## src/rtl/arm_ctrl_pkg.sv

```systemverilog
// -----------------------------------------------------------------------------
// arm_ctrl_pkg
// Shared definitions for the multicycle ARM control path:
//   - state_t      : controller FSM states
//   - ALU_*        : ALUControl codes understood by the datapath ALU
//   - OP_*         : instruction class encodings (Instr[27:26])
//   - CMD_*        : data-processing cmd field encodings (Instr[24:21])
//   - COND_*       : condition-code encodings (Instr[31:28])
//   - decode_cmd   : maps a DP cmd onto ALU code / flag-source / write info
//   - imm_src_of / reg_src_of : per-class immediate and register-port selects
// No ports (package).
// -----------------------------------------------------------------------------
package arm_ctrl_pkg;

    typedef enum logic [3:0] {
        FETCH  = 4'd0,
        DECODE = 4'd1,
        MEMADR = 4'd2,
        MEMRD  = 4'd3,
        MEMWB  = 4'd4,
        MEMWR  = 4'd5,
        EXECR  = 4'd6,
        EXECI  = 4'd7,
        ALUWB  = 4'd8,
        BRANCH = 4'd9
    } state_t;

    localparam logic [3:0] ALU_ADD = 4'b0000;
    localparam logic [3:0] ALU_SUB = 4'b0001;
    localparam logic [3:0] ALU_AND = 4'b0010;
    localparam logic [3:0] ALU_ORR = 4'b0011;
    localparam logic [3:0] ALU_EOR = 4'b0100;
    localparam logic [3:0] ALU_MOV = 4'b0101;

    localparam logic [1:0] OP_DP  = 2'b00;
    localparam logic [1:0] OP_MEM = 2'b01;
    localparam logic [1:0] OP_BR  = 2'b10;

    localparam logic [3:0] CMD_AND = 4'b0000;
    localparam logic [3:0] CMD_EOR = 4'b0001;
    localparam logic [3:0] CMD_SUB = 4'b0010;
    localparam logic [3:0] CMD_ADD = 4'b0100;
    localparam logic [3:0] CMD_CMP = 4'b1010;
    localparam logic [3:0] CMD_ORR = 4'b1100;
    localparam logic [3:0] CMD_MOV = 4'b1101;

    localparam logic [3:0] COND_EQ = 4'b0000;
    localparam logic [3:0] COND_NE = 4'b0001;
    localparam logic [3:0] COND_CS = 4'b0010;
    localparam logic [3:0] COND_CC = 4'b0011;
    localparam logic [3:0] COND_MI = 4'b0100;
    localparam logic [3:0] COND_PL = 4'b0101;
    localparam logic [3:0] COND_VS = 4'b0110;
    localparam logic [3:0] COND_VC = 4'b0111;
    localparam logic [3:0] COND_HI = 4'b1000;
    localparam logic [3:0] COND_LS = 4'b1001;
    localparam logic [3:0] COND_GE = 4'b1010;
    localparam logic [3:0] COND_LT = 4'b1011;
    localparam logic [3:0] COND_GT = 4'b1100;
    localparam logic [3:0] COND_LE = 4'b1101;
    localparam logic [3:0] COND_AL = 4'b1110;

    typedef struct packed {
        logic [3:0] alu;      // ALUControl code
        logic       arith;    // flags come from the ALU (C/V meaningful)
        logic       known;    // supported cmd; unknown cmds never touch flags
        logic       nowrite;  // compare-only, no register writeback
    } cmd_dec_t;

    function automatic cmd_dec_t decode_cmd(input logic [3:0] cmd);
        cmd_dec_t d;
        case (cmd)
            CMD_ADD: d = '{alu: ALU_ADD, arith: 1'b1, known: 1'b1, nowrite: 1'b0};
            CMD_SUB: d = '{alu: ALU_SUB, arith: 1'b1, known: 1'b1, nowrite: 1'b0};
            CMD_CMP: d = '{alu: ALU_SUB, arith: 1'b1, known: 1'b1, nowrite: 1'b1};
            CMD_AND: d = '{alu: ALU_AND, arith: 1'b0, known: 1'b1, nowrite: 1'b0};
            CMD_ORR: d = '{alu: ALU_ORR, arith: 1'b0, known: 1'b1, nowrite: 1'b0};
            CMD_EOR: d = '{alu: ALU_EOR, arith: 1'b0, known: 1'b1, nowrite: 1'b0};
            CMD_MOV: d = '{alu: ALU_MOV, arith: 1'b0, known: 1'b1, nowrite: 1'b0};
            default: d = '{alu: ALU_MOV, arith: 1'b0, known: 1'b0, nowrite: 1'b0};
        endcase
        return d;
    endfunction

    // Immediate extension format for each instruction class.
    function automatic logic [1:0] imm_src_of(input logic [1:0] op);
        case (op)
            OP_MEM:  return 2'b01;
            OP_BR:   return 2'b10;
            default: return 2'b00;
        endcase
    endfunction

    // RegSrc[0]: branches read PC (R15) on the Rn port.
    // RegSrc[1]: stores read Rd on the second port to supply write data.
    function automatic logic [1:0] reg_src_of(input logic [1:0] op);
        return {op == OP_MEM, op == OP_BR};
    endfunction

endpackage

```

## src/rtl/cond_logic.sv

```systemverilog
// -----------------------------------------------------------------------------
// cond_logic
// Architectural NZCV flag register with load enable, plus combinational
// evaluation of the instruction condition field against the registered flags.
// Ports:
//   clk, reset  : clock, synchronous active-high reset (clears flags)
//   flag_we     : load alu_flags into the flag register at the clock edge
//   alu_flags   : NZCV from the datapath flag mux ([3]=N [2]=Z [1]=C [0]=V)
//   cond        : Instr[31:28]
//   cond_ex     : 1 when the instruction should execute
// -----------------------------------------------------------------------------
module cond_logic
    import arm_ctrl_pkg::*;
#(
    parameter int FLAG_W = 4
) (
    input  logic              clk,
    input  logic              reset,
    input  logic              flag_we,
    input  logic [FLAG_W-1:0] alu_flags,
    input  logic [3:0]        cond,
    output logic              cond_ex
);

    logic [FLAG_W-1:0] flags_q;
    logic [FLAG_W-1:0] flags_d;
    logic n, z, c, v;

    always_comb begin
        flags_d = flag_we ? alu_flags : flags_q;
    end

    always_ff @(posedge clk) begin
        if (reset) flags_q <= '0;
        else       flags_q <= flags_d;
    end

    assign n = flags_q[3];
    assign z = flags_q[2];
    assign c = flags_q[1];
    assign v = flags_q[0];

    // Cond=1111 (never) falls into the default.
    always_comb begin
        case (cond)
            COND_EQ: cond_ex = z;
            COND_NE: cond_ex = ~z;
            COND_CS: cond_ex = c;
            COND_CC: cond_ex = ~c;
            COND_MI: cond_ex = n;
            COND_PL: cond_ex = ~n;
            COND_VS: cond_ex = v;
            COND_VC: cond_ex = ~v;
            COND_HI: cond_ex = c & ~z;
            COND_LS: cond_ex = ~c | z;
            COND_GE: cond_ex = (n == v);
            COND_LT: cond_ex = (n != v);
            COND_GT: cond_ex = ~z & (n == v);
            COND_LE: cond_ex = z | (n != v);
            COND_AL: cond_ex = 1'b1;
            default: cond_ex = 1'b0;
        endcase
    end

endmodule

```

## src/rtl/multicycle_ctrl.sv

```systemverilog
// -----------------------------------------------------------------------------
// multicycle_ctrl
// Multicycle ARM control FSM: FETCH, DECODE, then per-class execute/writeback
// states. Drives every datapath select/enable, owns the NZCV flag register
// (via cond_logic) and squashes instructions whose condition fails.
// Optional build macro MULTICYCLE_MEM_WAIT_EN: FETCH, MEMRD and MEMWR hold
// until MemReady=1. Without it MemReady is ignored (single-cycle memory).
// Ports:
//   clk, reset             : clock, synchronous active-high reset
//   Cond, Op, Funct, Rd    : instruction register fields
//   ALUFlags               : NZCV from the datapath flag mux
//   MemReady               : memory handshake (wait build only)
//   PCWrite, IRWrite, MemWrite, RegWrite : enables (forced 0 in reset)
//   AdrSrc, ResultSrc, ALUSrcA, ALUSrcB, ImmSrc, RegSrc, ALUControl,
//   ShifterSrc             : datapath selects
//   StateOut               : current state (debug)
// -----------------------------------------------------------------------------
module multicycle_ctrl
    import arm_ctrl_pkg::*;
#(
    parameter int FLAG_W   = 4,
    parameter int ALUCTL_W = 4
) (
    input  logic                clk,
    input  logic                reset,
    input  logic [3:0]          Cond,
    input  logic [1:0]          Op,
    input  logic [5:0]          Funct,
    input  logic [3:0]          Rd,
    input  logic [FLAG_W-1:0]   ALUFlags,
    input  logic                MemReady,
    output logic                PCWrite,
    output logic                AdrSrc,
    output logic                IRWrite,
    output logic                MemWrite,
    output logic                RegWrite,
    output logic [1:0]          ResultSrc,
    output logic                ALUSrcA,
    output logic [1:0]          ALUSrcB,
    output logic [1:0]          ImmSrc,
    output logic [1:0]          RegSrc,
    output logic [ALUCTL_W-1:0] ALUControl,
    output logic                ShifterSrc,
    output logic [3:0]          StateOut
);

    state_t   state_q;
    state_t   state_d;
    cmd_dec_t dec;
    logic     cond_ex;
    logic     flag_we;
    logic     mem_ready;
    logic     is_imm;
    logic     set_flags;
    logic     is_load;
    logic     rd_is_pc;
    logic [3:0] alu_sel;

    assign is_imm    = Funct[5];
    assign set_flags = Funct[0];
    assign is_load   = Funct[0];
    assign rd_is_pc  = (Rd == 4'hF);
    assign dec       = decode_cmd(Funct[4:1]);

`ifdef MULTICYCLE_MEM_WAIT_EN
    assign mem_ready = MemReady;
`else
    logic unused_mem_ready;
    assign unused_mem_ready = MemReady;
    assign mem_ready        = 1'b1;
`endif

    // Unsupported cmds execute as MOV but must leave the flags alone.
    assign flag_we = ~reset & set_flags & dec.known &
                     ((state_q == EXECR) | (state_q == EXECI));

    cond_logic #(
        .FLAG_W (FLAG_W)
    ) u_cond (
        .clk       (clk),
        .reset     (reset),
        .flag_we   (flag_we),
        .alu_flags (ALUFlags),
        .cond      (Cond),
        .cond_ex   (cond_ex)
    );

    // State register
    always_ff @(posedge clk) begin
        if (reset) state_q <= FETCH;
        else       state_q <= state_d;
    end

    // Next-state logic
    always_comb begin
        state_d = state_q;
        case (state_q)
            FETCH:  state_d = mem_ready ? DECODE : FETCH;
            DECODE: begin
                if (!cond_ex) begin
                    state_d = FETCH;
                end else begin
                    case (Op)
                        OP_MEM:  state_d = MEMADR;
                        OP_BR:   state_d = BRANCH;
                        OP_DP:   state_d = is_imm ? EXECI : EXECR;
                        default: state_d = FETCH;
                    endcase
                end
            end
            MEMADR: state_d = is_load ? MEMRD : MEMWR;
            MEMRD:  state_d = mem_ready ? MEMWB : MEMRD;
            MEMWB:  state_d = FETCH;
            MEMWR:  state_d = mem_ready ? FETCH : MEMWR;
            EXECR,
            EXECI:  state_d = dec.nowrite ? FETCH : ALUWB;
            ALUWB:  state_d = FETCH;
            BRANCH: state_d = FETCH;
            default: state_d = FETCH;
        endcase
    end

    // Output decode
    always_comb begin
        PCWrite    = 1'b0;
        AdrSrc     = 1'b0;
        IRWrite    = 1'b0;
        MemWrite   = 1'b0;
        RegWrite   = 1'b0;
        ResultSrc  = 2'b00;
        ALUSrcA    = 1'b0;
        ALUSrcB    = 2'b00;
        ImmSrc     = 2'b00;
        RegSrc     = 2'b00;
        ShifterSrc = 1'b0;
        alu_sel    = ALU_ADD;

        // ExtImm and register reads come straight off the IR, so the
        // per-class selects stay valid for every state after the IR load.
        if (state_q != FETCH) begin
            ImmSrc = imm_src_of(Op);
            RegSrc = reg_src_of(Op);
        end

        case (state_q)
            FETCH: begin
                IRWrite   = mem_ready;
                PCWrite   = mem_ready;
                ALUSrcA   = 1'b1;
                ALUSrcB   = 2'b10;
                ResultSrc = 2'b10;
            end
            DECODE: begin
                ALUSrcA = 1'b1;
                ALUSrcB = 2'b10;
            end
            MEMADR: begin
                ALUSrcB = 2'b01;
            end
            MEMRD: begin
                AdrSrc = 1'b1;
            end
            MEMWB: begin
                ResultSrc = 2'b01;
                RegWrite  = 1'b1;
                PCWrite   = rd_is_pc;
            end
            MEMWR: begin
                AdrSrc   = 1'b1;
                MemWrite = 1'b1;
            end
            EXECR, EXECI: begin
                ALUSrcB    = (state_q == EXECI) ? 2'b01 : 2'b00;
                alu_sel    = dec.alu;
                ShifterSrc = dec.arith;
            end
            ALUWB: begin
                RegWrite = 1'b1;
                PCWrite  = rd_is_pc;
            end
            BRANCH: begin
                ALUSrcB   = 2'b01;
                ResultSrc = 2'b10;
                PCWrite   = 1'b1;
            end
            default: ;
        endcase

        ALUControl = ALUCTL_W'(alu_sel);

        if (reset) begin
            PCWrite    = 1'b0;
            AdrSrc     = 1'b0;
            IRWrite    = 1'b0;
            MemWrite   = 1'b0;
            RegWrite   = 1'b0;
            ResultSrc  = 2'b00;
            ALUSrcA    = 1'b0;
            ALUSrcB    = 2'b00;
            ImmSrc     = 2'b00;
            RegSrc     = 2'b00;
            ShifterSrc = 1'b0;
            ALUControl = '0;
        end
    end

    assign StateOut = state_q;

endmodule

```

## config.mk

```make
export PLATFORM = sky130hd
export DESIGN_NAME = multicycle_ctrl
export DESIGN_NICKNAME = d
export VERILOG_FILES = /design/src/rtl/arm_ctrl_pkg.sv /design/src/rtl/cond_logic.sv /design/src/rtl/multicycle_ctrl.sv
export SDC_FILE = /design/constraint.sdc
export NUM_CORES = 1
export LEC_CHECK = 0
export CORE_ASPECT_RATIO = 0.75
export CORE_MARGIN = 1
export CORE_UTILIZATION = 41
export DETAILED_ROUTE_END_ITERATION = 7
export MAX_ROUTING_LAYER = met4
export PLACE_DENSITY_LB_ADDON = 0.25
export SLEW_MARGIN = 20
export SYNTH_ARGS = -nofsm -noshare
export SYNTH_HDL_FRONTEND = slang
export SYNTH_SLANG_ARGS = --single-unit
```

## constraint.sdc

```tcl
create_clock -name clk -period 5 [get_ports clk]
set_clock_uncertainty 0.15 [all_clocks]
set_input_delay 1 -clock clk [delete_from_list [all_inputs] [get_ports clk]]
set_output_delay 1 -clock clk [all_outputs]
set_load 0.005 [all_outputs]
```

Word level (Yosys, flattened, before mapping)
Cells that the tools add are included.
{ "word_totals": {"register_bits": 8, "out_inout_bits": 23, "wordCells": 94} }
{ "op_classes": {"n_eq_ne": 34, "n_mux": 34, "bitwise_logic": 13, "n_reduce_logical": 11} }
{ "ops": {"columns": ["cell", "n"], "rows": [
  ["equality test 4 bit (second input constant)", 13],
  ["one-hot mux 6 bit (7 select lines)", 1],
  ["equality test 4 x 3 -> 1 bit (second input constant)", 9],
  ["equality test 4 x 2 -> 1 bit (second input constant)", 5],
  ["one-hot mux 4 bit (5 select lines)", 1],
  ["2-to-1 mux 4 bit", 4],
  ["2-to-1 mux 1 bit", 15],
  ["one-hot mux 1 bit (15 select lines)", 1],
  ["equality test 4 x 1 -> 1 bit (second input constant)", 3],
  ["logical NOT 4 bit", 3],
  ["2-to-1 mux 2 bit", 6],
  ["one-hot mux 4 bit (3 select lines)", 1],
  ["OR reduction 2 bit", 6],
  ["one-hot mux 2 bit (2 select lines)", 2],
  ["one-hot mux 2 bit (3 select lines)", 1],
  ["bitwise AND 1 bit", 5],
  ["NOT 1 bit", 5],
  ["nonzero test 4 bit", 1],
  ["2-to-1 mux 3 bit", 1],
  ["OR 1 bit", 3],
  ["equality test 2 x 1 -> 1 bit (second input constant)", 1],
  ["equality test 2 bit (second input constant)", 1],
  ["logical NOT 2 bit", 1],
  ["one-hot mux 1 bit (2 select lines)", 1],
  ["2 further kinds", 2]
]} }

Logic depth before layout (Yosys ltp)
{ "depth": {"word_depth": 5, "mapped_depth": 7, "mapped_depth_nobuf": 6} }

By module
From an unflattened synthesis, not the netlist that was laid out.
{ "unflattened": {"cells_unflattened": 113, "hier_area_um2": 863.3} }
{ "modules_own_cells": {"columns": ["module", "instances", "cells_per_inst", "area_per_inst_um2", "seq_area_each_um2"], "rows": [
  ["multicycle_ctrl", 1, 72, 521.8, 80.1],
  ["cond_logic", 1, 41, 341.6, 80.1]
]} }

Worst setup path after synthesis
No wires, ideal clock.
{ "synth_timing": {"path_kind": "input -> output", "from": "input reset", "to": "output RegSrc[0]", "t_arrival_ps": 1784, "slack_ps": 2066, "cell_stages": 3, "path_buffers": 2, "cell_sequence": "buf_1 > nor4b_1 > buf_4"} }
{ "synth_between": {"elab_chain_len": 1} }
{ "synth_rtl": {"columns": ["item", "line_no", "source"], "rows": [
  ["start: declaration", "multicycle_ctrl.sv:25", "input logic reset,"],
  ["2-to-1 mux 2 bit", "multicycle_ctrl.sv:191", "if (reset) begin"],
  ["end: declaration", "multicycle_ctrl.sv:41", "output logic [1:0] RegSrc,"]
]} }
No other way between the ends.

Worst setup path in the final report
{ "layout_timing": {"from": "input reset", "to": "output ALUControl[1]"} }
{ "layout_between": {"elab_chain_len": 1} }
{ "layout_rtl": {"columns": ["item", "line_no", "source"], "rows": [
  ["2-to-1 mux 4 bit", "multicycle_ctrl.sv:191", null],
  ["end: declaration", "multicycle_ctrl.sv:42", "output logic [ALUCTL_W-1:0] ALUControl,"]
]} }
No other way between the ends.

==> impl_metrics.csv <==
group,metric,value,unit
run_status,outcome,"finished, final reports clean",
yosys,ys.warnings.count,0,
yosys,synthTopCellsByArea,"dfxtp_1, mux2i_1, nor4b_1, nor2_1, a21oi_1",
floorplan,io_pins,46,
placed_design,dpl_cell_area,1217,µm²
placed_design,dp_hpwl,1718,µm
setup_path,r2r_cells,5,
route,drt_iter0_drc,23,
setup_path,cp-end-kind,"primary output",
yosys,synth_top_area_share,19.28,%
run,max_cap_viol_count,0,
timing,fmax,229.2,MHz
timing,hold_violations,0,
timing,finalCritPeriodShare,87.28,%
yosys,synth_top_flop_cell,"dfxtp_1",
cells_and_area,final_common_cell,"clkdlybuf4s50_1",
setup_path,critPathRequiredTime,3.85,ns
route,vias,946,
setup_path,critPathLaunchType,"primary input",
clocking,postCtsSetupRepairBufs,0,
grt,gr-usage-met3,6.667,%
yosys,netlist_area,830.8,µm²
clocking,numCtsBuffers,3,
clocking,htreeDepth,1,
timing,fin_crit,4.364,ns
cells_and_area,mostFrequentLayoutCells,"clkdlybuf4s50_1, nor2_1, dfxtp_1, a21oi_1, nand3_1",
setup_path,crit_fanout,13,
grt,grt.total_usage,22.99,%
yosys,async_reset_ff_share,0,%
grt,grt_max_degree,14,
clocking,cts_resized,0,
grt,grt_overflow,0,
setup_path,r2r-end,"u_cond.flags_q[0]",
timing,finalMaxSlewViolations,0,
route,route.detailed.drc,0,
setup_path,cp.arrival,3.21,ns
clocking,clock_sinks,8,
min_path,hold_depth,2,
yosys,synthDistinctLibCells,39,
yosys,syn_inst,111,
floorplan,die_w,53.98,µm
cells_and_area,design_area,1240,µm²
setup_path,r2r-start,"StateOut[3]",
cells_and_area,syn_to_final_growth,49.25,%
timing,hold_slack,0.3972,ns
clocking,cts_tree,"built",
floorplan,die_height,40.99,µm
route,vias_per_cell,5.631,
route,wl,2280,µm
placed_design,io_buffer_count,43,
timing,setup_slack,0.6362,ns
yosys,synth-edff-count,0,
route,first_pass_iters,4,
placed_design,place_ws,0.6717,ns
min_path,hold_start,"u_cond.flags_q[1]",
floorplan,row_count,13,
grt,top_usage_layer,"met2",
clocking,clockBufferDepth,2,
setup_path,crit_start,"reset",
grt,grt_pass1_vias,765,
power,p_leak,0.4164,nW
placed_design,place_congestion,0.7698,
cells_and_area,drive_above_1_share,4.795,%
setup_path,r2r_setup_slack,2.99,ns
clocking,holdBufCountCts,0,
floorplan,coreArea,1822,µm²
grt,globalRouteMet2Util,37.65,%
timing,rsz0062_at_grt,"false",
floorplan,dieArea,2212,µm²
route,routedWlPerCell,13.57,µm
yosys,ys_ff_latch,8,
clocking,path_clk_slew,0.05,ns
setup_path,critical_path_class,"in -> out",
route,ant_nets,0,
yosys,syn_avg_cell_area,7.485,µm²
yosys,synth_area_leader_cell,"dfxtp_1",
min_path,min_to,"u_cond.flags_q[1]",
grt,antenna_found_initial,0,
cells_and_area,nNetsFinal,171,
grt,grt_util_met1,28.76,%
yosys,ys_seq_area_share,19.28,%
grt,grt_pass1_wl,3450,µm
clocking,clk_latency,0.26,ns
floorplan,start_util,45.60,%
min_path,hold_class,"reg -> reg",
yosys,synth_nets,134,
cells_and_area,antenna_cells,0,
clocking,root_buffer,"clkbuf_4",
power,peakVddDrop,0.1336,mV
power,power_density,158.0,nW/µm²
timing,finalSetupViolations,0,
timing,setup_tns,0,ns
how the worst max path moves through the flow:
stage | slack [ns] | end
floorplan | 2.07 | RegSrc[0]
global placement | 0.77 | ALUControl[1]
detailed placement | 0.67 | ALUControl[1]
CTS | 0.68 | ALUControl[1]
global route | 0.53 | ALUControl[1]
finish | 0.64 | ALUControl[1]
registers in the layout (all words and copies together), names as in the netlist:
register,flops
StateOut,4
u_cond.flags_q,4
worst max-delay path, cell delays in order:
cell and delay (ns):
clkdlybuf4s50_1 0.62, nor2_1 0.39, nand3_1 0.31, nor4_1 0.34, clkdlybuf4s50_1 0.55
routing by layer:
metal  vias to the layer above  routed length, µm
met5                         -                  0
met2                        27               1052
met4                         0                  4
li1                        480                  -
met1                       437               1091
met3                         2                132
cell families (layout without fill, tap and decap cells):
group                     count (synthesis)  after routing  synth area share [%]
AOI/OAI and AO/OA                        22             22                 16.87
xor gates and xnor gates                  5              5                 5.272
buffers and inverters                    13             48                 9.487
DFF                                       8              8                 19.28
muxes                                     6              6                 7.831
other                                     1              1                0.4514
and+or+nand+nor                          56             56                 40.81
through the flow:
stage / total power [mW] / instances / utilization (%)
finish: 0.1959 / 168 / 68.06
global placement: 0.1447 / 165 / 66.83
CTS: 0.1963 / 168 / 68.06
floorplan: 0.1095 / 111 / -
detailed placement: 0.1467 / 165 / 66.83
global route: 0.2076 / 168 / 68.06
cell usage after synthesis, drive strengths merged, types with 2 or more instances:
master  number
clkbuf       4
o31ai        2
nor3         4
o22ai        2
nand2b       4
inv          2
nand2        5
buf          7
mux2i        5
a21oi        8
o21ai        4
nand3        6
nor4         5
or3          3
nand3b       2
xnor2        3
dfxtp        8
nor2        11
xor2         2
nor4b        5
nor2b        5
power by group:
part	internal [mW]	switching, mW	total, mW	leakage (nW)
clock network	0.0275	0.0223	0.0498	0.0138
registers	0.0658	0.00618	0.0720	0.0649
logic	0.0441	0.0300	0.0740	0.338
cell type report:
cell class                 instances  area, µm²
multi-input combinational         90      591.8
sequential                         8      160.2
inverter                           2      7.507
clock buffer                       3      22.52
fill                             178      581.8
timing repair buffer              43      430.4
tap                               22      27.53
(Power assumes the default switching activity.)
